$ cat src/rtl/mul_field_sequencer.sv
// rtl/mul_field_sequencer.sv - register-field decode and register-file read/writeback sequencer for mul/data-processing
// Optional feature macro: LONG_MUL_EN (enables UMULL/UMLAL/SMULL/SMLAL long-multiply sequencing)
module mul_field_sequencer #(
  parameter int REG_AW   = 4,
  parameter int RD_PORTS = 2
) (
  input  logic              clk,
  input  logic              reset,
  input  logic              in_valid,
  output logic              in_ready,
  input  logic [31:0]       instr,
  input  logic              op_mul,
  output logic              rd_en,
  output logic [REG_AW-1:0] ra1,
  output logic [REG_AW-1:0] ra2,
  output logic [1:0]        rd_tag,
  input  logic              exec_done,
  output logic              we,
  output logic [REG_AW-1:0] wa,
  output logic              wsel,
  output logic              long_mul,
  output logic              signed_mul,
  output logic              accumulate,
  output logic              illegal
);

  typedef enum logic [2:0] {
    S_IDLE = 3'd0,
    S_RD0  = 3'd1,
    S_RD1  = 3'd2,
    S_WAIT = 3'd3,
    S_WB0  = 3'd4,
    S_WB1  = 3'd5
  } state_t;

  localparam bit ONE_PORT = (RD_PORTS == 1);

  state_t            state;
  logic              half;      // second operand cycle of a read state when only one port exists
  logic [REG_AW-1:0] f_rn;
  logic [REG_AW-1:0] f_rm;
  logic [REG_AW-1:0] f_ra;      // Ra for MLA, RdLo for long forms
  logic [REG_AW-1:0] f_rd;      // Rd for short forms, RdHi for long forms
  logic              long_q;
  logic              signed_q;
  logic              acc_q;
  logic              illegal_q;

  // Decoded view of the incoming instruction; only captured on accept
  logic [REG_AW-1:0] d_rn, d_rm, d_ra, d_rd;
  logic              d_long, d_signed, d_acc, d_illegal;
  logic              unused_bits;

  // Field extraction depends on whether the instruction is multiply class
  always_comb begin
    d_rn      = op_mul ? instr[3:0]   : instr[19:16];
    d_rm      = op_mul ? instr[11:8]  : instr[3:0];
    d_ra      = op_mul ? instr[15:12] : '0;
    d_rd      = op_mul ? instr[19:16] : instr[15:12];
    d_acc     = op_mul & instr[21];
`ifdef LONG_MUL_EN
    d_long    = op_mul & instr[23];
    d_signed  = op_mul & instr[22];
    d_illegal = 1'b0;
`else
    // Long forms degrade to MUL/MLA; flag the encoding so software can trap it
    d_long    = 1'b0;
    d_signed  = 1'b0;
    d_illegal = op_mul & instr[23];
`endif
  end

`ifdef LONG_MUL_EN
  assign unused_bits = ^{instr[31:24], instr[20], instr[7:4]};
`else
  assign unused_bits = ^{instr[31:24], instr[22], instr[20], instr[7:4]};
`endif

  // Sequencer state, latched fields and the illegal pulse
  always_ff @(posedge clk or posedge reset) begin
    if (reset) begin
      state     <= S_IDLE;
      half      <= 1'b0;
      f_rn      <= '0;
      f_rm      <= '0;
      f_ra      <= '0;
      f_rd      <= '0;
      long_q    <= 1'b0;
      signed_q  <= 1'b0;
      acc_q     <= 1'b0;
      illegal_q <= 1'b0;
    end else begin
      illegal_q <= 1'b0;
      case (state)
        S_IDLE: begin
          half <= 1'b0;
          if (in_valid) begin
            f_rn      <= d_rn;
            f_rm      <= d_rm;
            f_ra      <= d_ra;
            f_rd      <= d_rd;
            long_q    <= d_long;
            signed_q  <= d_signed;
            acc_q     <= d_acc;
            illegal_q <= d_illegal;
            state     <= S_RD0;
          end
        end
        S_RD0: begin
          if (ONE_PORT && !half) begin
            half <= 1'b1;
          end else begin
            half  <= 1'b0;
            state <= acc_q ? S_RD1 : S_WAIT;
          end
        end
        S_RD1: begin
          if (ONE_PORT && !half) begin
            half <= 1'b1;
          end else begin
            half  <= 1'b0;
            state <= S_WAIT;
          end
        end
        S_WAIT: begin
          if (exec_done) state <= S_WB0;
        end
        S_WB0, S_WB1: begin
          if (state == S_WB0 && long_q) begin
            state <= S_WB1;
          end else begin
            // Fields are only meaningful for the instruction in flight
            state    <= S_IDLE;
            f_rn     <= '0;
            f_rm     <= '0;
            f_ra     <= '0;
            f_rd     <= '0;
            long_q   <= 1'b0;
            signed_q <= 1'b0;
            acc_q    <= 1'b0;
          end
        end
        default: state <= S_IDLE;
      endcase
    end
  end

  // Moore output decode from the registered state and latched fields
  always_comb begin
    in_ready = (state == S_IDLE);
    rd_en    = 1'b0;
    ra1      = '0;
    ra2      = '0;
    rd_tag   = 2'd0;
    we       = 1'b0;
    wa       = '0;
    wsel     = 1'b0;
    case (state)
      S_RD0: begin
        rd_en = 1'b1;
        if (ONE_PORT) begin
          ra1    = half ? f_rm : f_rn;
          rd_tag = {1'b0, half};
        end else begin
          ra1 = f_rn;
          ra2 = f_rm;
        end
      end
      S_RD1: begin
        // MLA reads Ra on both slots; long accumulate reads RdLo then RdHi
        rd_en = 1'b1;
        if (ONE_PORT) begin
          ra1    = half ? (long_q ? f_rd : f_ra) : f_ra;
          rd_tag = {1'b1, half};
        end else begin
          ra1    = f_ra;
          ra2    = long_q ? f_rd : f_ra;
          rd_tag = 2'd2;
        end
      end
      S_WB0: begin
        we = 1'b1;
        wa = long_q ? f_ra : f_rd;
      end
      S_WB1: begin
        we   = 1'b1;
        wa   = f_rd;
        wsel = 1'b1;
      end
      default: ;
    endcase
  end

  assign long_mul   = long_q;
  assign signed_mul = signed_q;
  assign accumulate = acc_q;
  assign illegal    = illegal_q;

endmodule

$ cat config.mk
export PLATFORM = sky130hd
export DESIGN_NAME = mul_field_sequencer
export DESIGN_NICKNAME = d
export VERILOG_FILES = /design/src/rtl/mul_field_sequencer.sv
export SDC_FILE = /design/constraint.sdc
export NUM_CORES = 1
export LEC_CHECK = 0
export ABC_AREA = 1
export CAP_MARGIN = 10
export CORE_AREA = 2 2 62 59
export CTS_BUF_LIST = sky130_fd_sc_hd__clkbuf_4 sky130_fd_sc_hd__clkbuf_8
export DETAILED_ROUTE_END_ITERATION = 7
export DIE_AREA = 0 0 64 61
export PLACE_DENSITY = 0.86
export SLEW_MARGIN = 20
export SYNTH_ARGS = -nofsm -noshare
export SYNTH_HDL_FRONTEND = slang
export SYNTH_SLANG_ARGS = --single-unit
$ cat constraint.sdc
create_clock -name clk -period 1.3 [get_ports clk]
set_input_delay 0.195 -clock clk [delete_from_list [all_inputs] [get_ports clk]]
set_output_delay 0.195 -clock clk [all_outputs]
set_load 0.02 [all_outputs]
**After elaboration in Yosys (flattened, before gate mapping)**

Cells that the tools add are included.

- Flip-flop bits (word level): 22
- Bits of input ports: 37
- Output and inout port bits: 22
- Logic and storage cells: 59

- Reduce and logical (&&, ||, !) cells: 7
- Mux-type cells: 34
- Equal/unequal tests: 8
- Bitwise gates (word level): 2

Operator list:

| kind | number |
|---|---|
| case mux 4 bit (2 select lines) | 7 |
| two-way mux 4 bit | 11 |
| case mux 3 bit (5 select lines) | 1 |
| two-way mux 1 bit | 9 |
| two-way mux 3 bit | 3 |
| equality test 3 x 2 -> 1 bit (second input constant) | 2 |
| equality test 3 bit (second input constant) | 2 |
| inequality test 2 bit (second input constant) | 3 |
| case mux 1 bit (2 select lines) | 2 |
| OR reduction 2 bit | 2 |
| equality test 3 x 1 -> 1 bit (second input constant) | 1 |
| zero test 3 bit | 1 |
| AND reduction 3 bit | 1 |
| AND 1 bit | 2 |
| two-way mux 2 bit | 1 |
| AND reduction 2 bit | 1 |
| nonzero test 2 bit | 1 |
| logical AND 1 bit | 1 |

**Longest topological paths before layout**

- Depth after elaboration: 4
- Depth in mapped cells: 6
- Gate-level depth less buffers: 5

**Worst setup path before layout**

OpenSTA, ideal clock, no wires.

- Kind: reg-to-output
- Start point: register state[0]
- End point: output ra1[0]
- Slack: -0.065 ns
- Stages on the path, launching flop included: 5
- Arrival: 1.170 ns
- Required time: 1.105 ns
- Buffers on the path: 1
- Path through: dfrtp_1 -> nor2_4 -> nand2_1 -> buf_2 -> o22ai_1

- Cells in the longest elaborated chain, start to end: 2
- Elaborated cells between the ends (all ways): 3
- Those cells by class: 2 x eq/ne; 1 x mux

Ends and longest elaborated chain:

| element | RTL line | text |
|---|---|---|
| start: declaration | 38 | `state_t state;` |
| start signal: assignment | 114 | `state <= acc_q ? S_RD1 : S_WAIT;` |
| equality test 3 x 2 -> 1 bit or equality test 3 x 1 -> 1 bit (tied branches) | 158 | `case (state)` |
| case mux 4 bit (2 select lines) * | 158 |  |
| end: declaration | 14 | `output logic [REG_AW-1:0] ra1,` |

Every way passes the cells marked *; elsewhere a longest branch is shown, timed or not.

**Worst setup path in the final report**

- Start point: register state[2]
- End point: output ra1[1]

The elaborated chain is that of the path after synthesis.

==> results.cfg <==
[status]
run_status = finished, violations left
violations = negative setup slack

[worst_setup_path]
path_class = register to output port
critPathTopFamily = flip-flops
crit_chain = nor2_4 > nand2_2 > buf_6 > o22ai_2 > buf_6
crit_top_cell = buf_6
cp.required_ns = 1.11
cp-start-kind = register
startpoint = state[2]$_DFFE_PP0P_
slowest_delay_ns = 0.45
crit_slowest_cell = dfrtp_2
cp-end-kind = output port
path_buf_inv = 2
cp.arrival_ns = 1.41
timing.rr.start = state[1]$_DFFE_PP0P_
cp_max_fo = 5

[synth]
ys_seq_area_share_pct = 42.0
synth_top_family_by_area = simple AND/OR/NAND/NOR gates
synth-simple-area-share_pct = 31.3
synth_xor_area_share_pct = 0
avgSynthCellArea_um2 = 6.84
synth_fa_ha_area_share_pct = 0
synth.top_cell.area_share_pct = 42.0
synthesis.area_um2 = 1250
synth_edf_count = 0
ys_ff_latch = 21
synth.most_common_cell = nand2_1
synth-main-ff-cell = dfrtp_1
ys_types = 19
syn-instance-count = 183
post-synth-top-area-cell = dfrtp_1
synth_area_leaders = dfrtp_1 (42%), nand2_1 (16%), inv_1 (11%), nand3_1 (7.6%), o22ai_1 (4.0%)
yosys_warnings = 0
synthArstFlopShare_pct = 100
muxShareOfSynthArea_pct = 0
synth_compound_area_share_pct = 9.59
yosys-top-cells-count = nand2_1 (55), inv_1 (36), dfrtp_1 (21)

[timing]
fin_crit_ns = 1.61
finalSetupViolations = 17
rsz0062_at_grt = yes
skew_ns = 0.0110
fin_crit_sh_pct = 124
hold_viol_final = 0
hold_slack_ns = 0.186
drv_slew = 0
setup_ws_ns = -0.306
timing.fmax_mhz = 623

[floorplanning]
die_area_um2 = 3900
start_util_pct = 38.8
die_w_um = 64
die_y_um = 61
rows = 20
io_pins = 59
core_um2 = 3230

[hold_path]
min_path_type = input pin to async pin

[finish]
syn2layout_area_growth_pct = 73.4
n_antenna_cell = 0
fillers = 251
seq_area_um2 = 527
nets = 286
finish.utilization_pct = 67.3
drive_gt1_share_pct = 32.7
multiInputGateArea_um2 = 699

[power]
irDropWorstVdd_v = 0.000808
p_leak_nw = 1.13
p_per_area_nw_per_um2 = 2010

[clocking]
postCtsHoldBufs = 0
cts.htree.levels = 1
cts_buffers = 3
cts_max_path_buffers = 2
clk_pin_slew_ns = 0.12
insertion_delay_ns = 0.32
cts_tree = built
cts-root-buf = clkbuf_4
cts_sinks = 21

[detailed_routing]
dr.first_iter.drc_count = 23
vias_per_cell = 4.56
first_pass_iters = 4
wl_per_cell_um = 12.7
final_antenna_net_count = 0
dr_total_vias = 1331
drc = 0
routed_wl_um = 3720

[global_route]
antenna_found_initial = 0
grt_pass1_wl_um = 5730
grt_max_degree = 31
grt_pass1_vias = 1299
grtUsageTotal_pct = 19.3
overflow = 0

[placed_design]
dp_hpwl_um = 2360
io_buffer_count = 41
gp_congestion = 0.738

[flow_run]
drv_cap = 0
## per-stage QoR
step	instance area, um2	TNS (ns)	power, mW	worst slack [ns]	instances
after detailed placement	1860	-6.35	3.25	-0.467	281
after CTS	2050	-3.76	3.99	-0.256	291
after global routing	2170	-5.02	4.67	-0.358	292
after floorplan	1260	-0.457	2.23	-0.0653	185
after global placement	1860	-5.82	3.16	-0.413	281
final	2170	-3.97	4.38	-0.306	292
## registers in the layout, indices dropped and copies added, names as in the netlist
name        cells
accumulate      1
f_ra            4
f_rd            4
f_rm            4
f_rn            4
illegal         1
state           3
## routing by layer
layer  global-route usage (%)  part of all wire, %
met5                        0                    0
met4                     8.07                  1.7
met3                     2.04                  3.3
met2                     38.2                   55
met1                     21.3                   40
## cell families (layout without fill, tap and decap cells)
logic type / after synthesis / count (layout)
AOI/OAI and AO/OA: 22 / 22
buffers and inverters: 49 / 111
and+or+nand+nor: 90 / 91
other: 1 / 3
DFF: 21 / 21
## worst paths after layout
check / end / slack [ns] / cells after the start
setup / recovery: ra1[1] / -0.31 / 5
hold / removal: f_rm[2]$_DFFE_PP0P_ / 0.19 / 3
setup reg to reg: f_ra[0]$_DFFE_PP0P_ / 0.04 / 6
hold reg to reg: f_rm[1]$_DFFE_PP0P_ / 0.51 / 2
max in group asynchronous: state[2]$_DFFE_PP0P_ / 0.87 / 3
min in group clk: illegal$_DFF_PP0_ / 0.42 / 3
## area by class of cell
| class | instances | share of cell area, % |
|---|---|---|
| sequential | 21 | 24.3 |
| clock buffer | 4 | 1.38 |
| tap | 44 | 2.53 |
| inverter | 38 | 6.91 |
| multi-input combinational | 116 | 32.2 |
| timing repair buffer | 69 | 32.7 |
## where the power goes
group / internal [mW] / total, mW / switching (mW)
Sequential: 0.946 / 1.16 / 0.218
Clock: 0.141 / 0.346 / 0.205
Combinational: 1.33 / 2.87 / 1.53
Total: 2.42 / 4.38 / 1.95
## placed cells by master, fill, tap and decap left out, drive strengths merged
master / n
o21ai: 9
nand4: 1
o22ai: 8
clkbuf: 4
buf: 45
dlygate4sd2: 2
conb: 3
nand2: 55
dfrtp: 21
inv: 38
nand3: 22
nor2: 13
clkdlybuf4s50: 22
a21oi: 5
## tightest hold or removal path, delay by kind of cell
family / cells / cell delay, ns
buffers and inverters: 3 / 0.71
## repair_timing
item,in CTS,in global routing
buffers inserted,5,1
endpoints found under the hold margin,0,0
resized for setup,122,29
endpoints found under the setup margin,19,34
gates cloned,1,0
pin swaps,3,6
(Power assumes the default switching activity.)
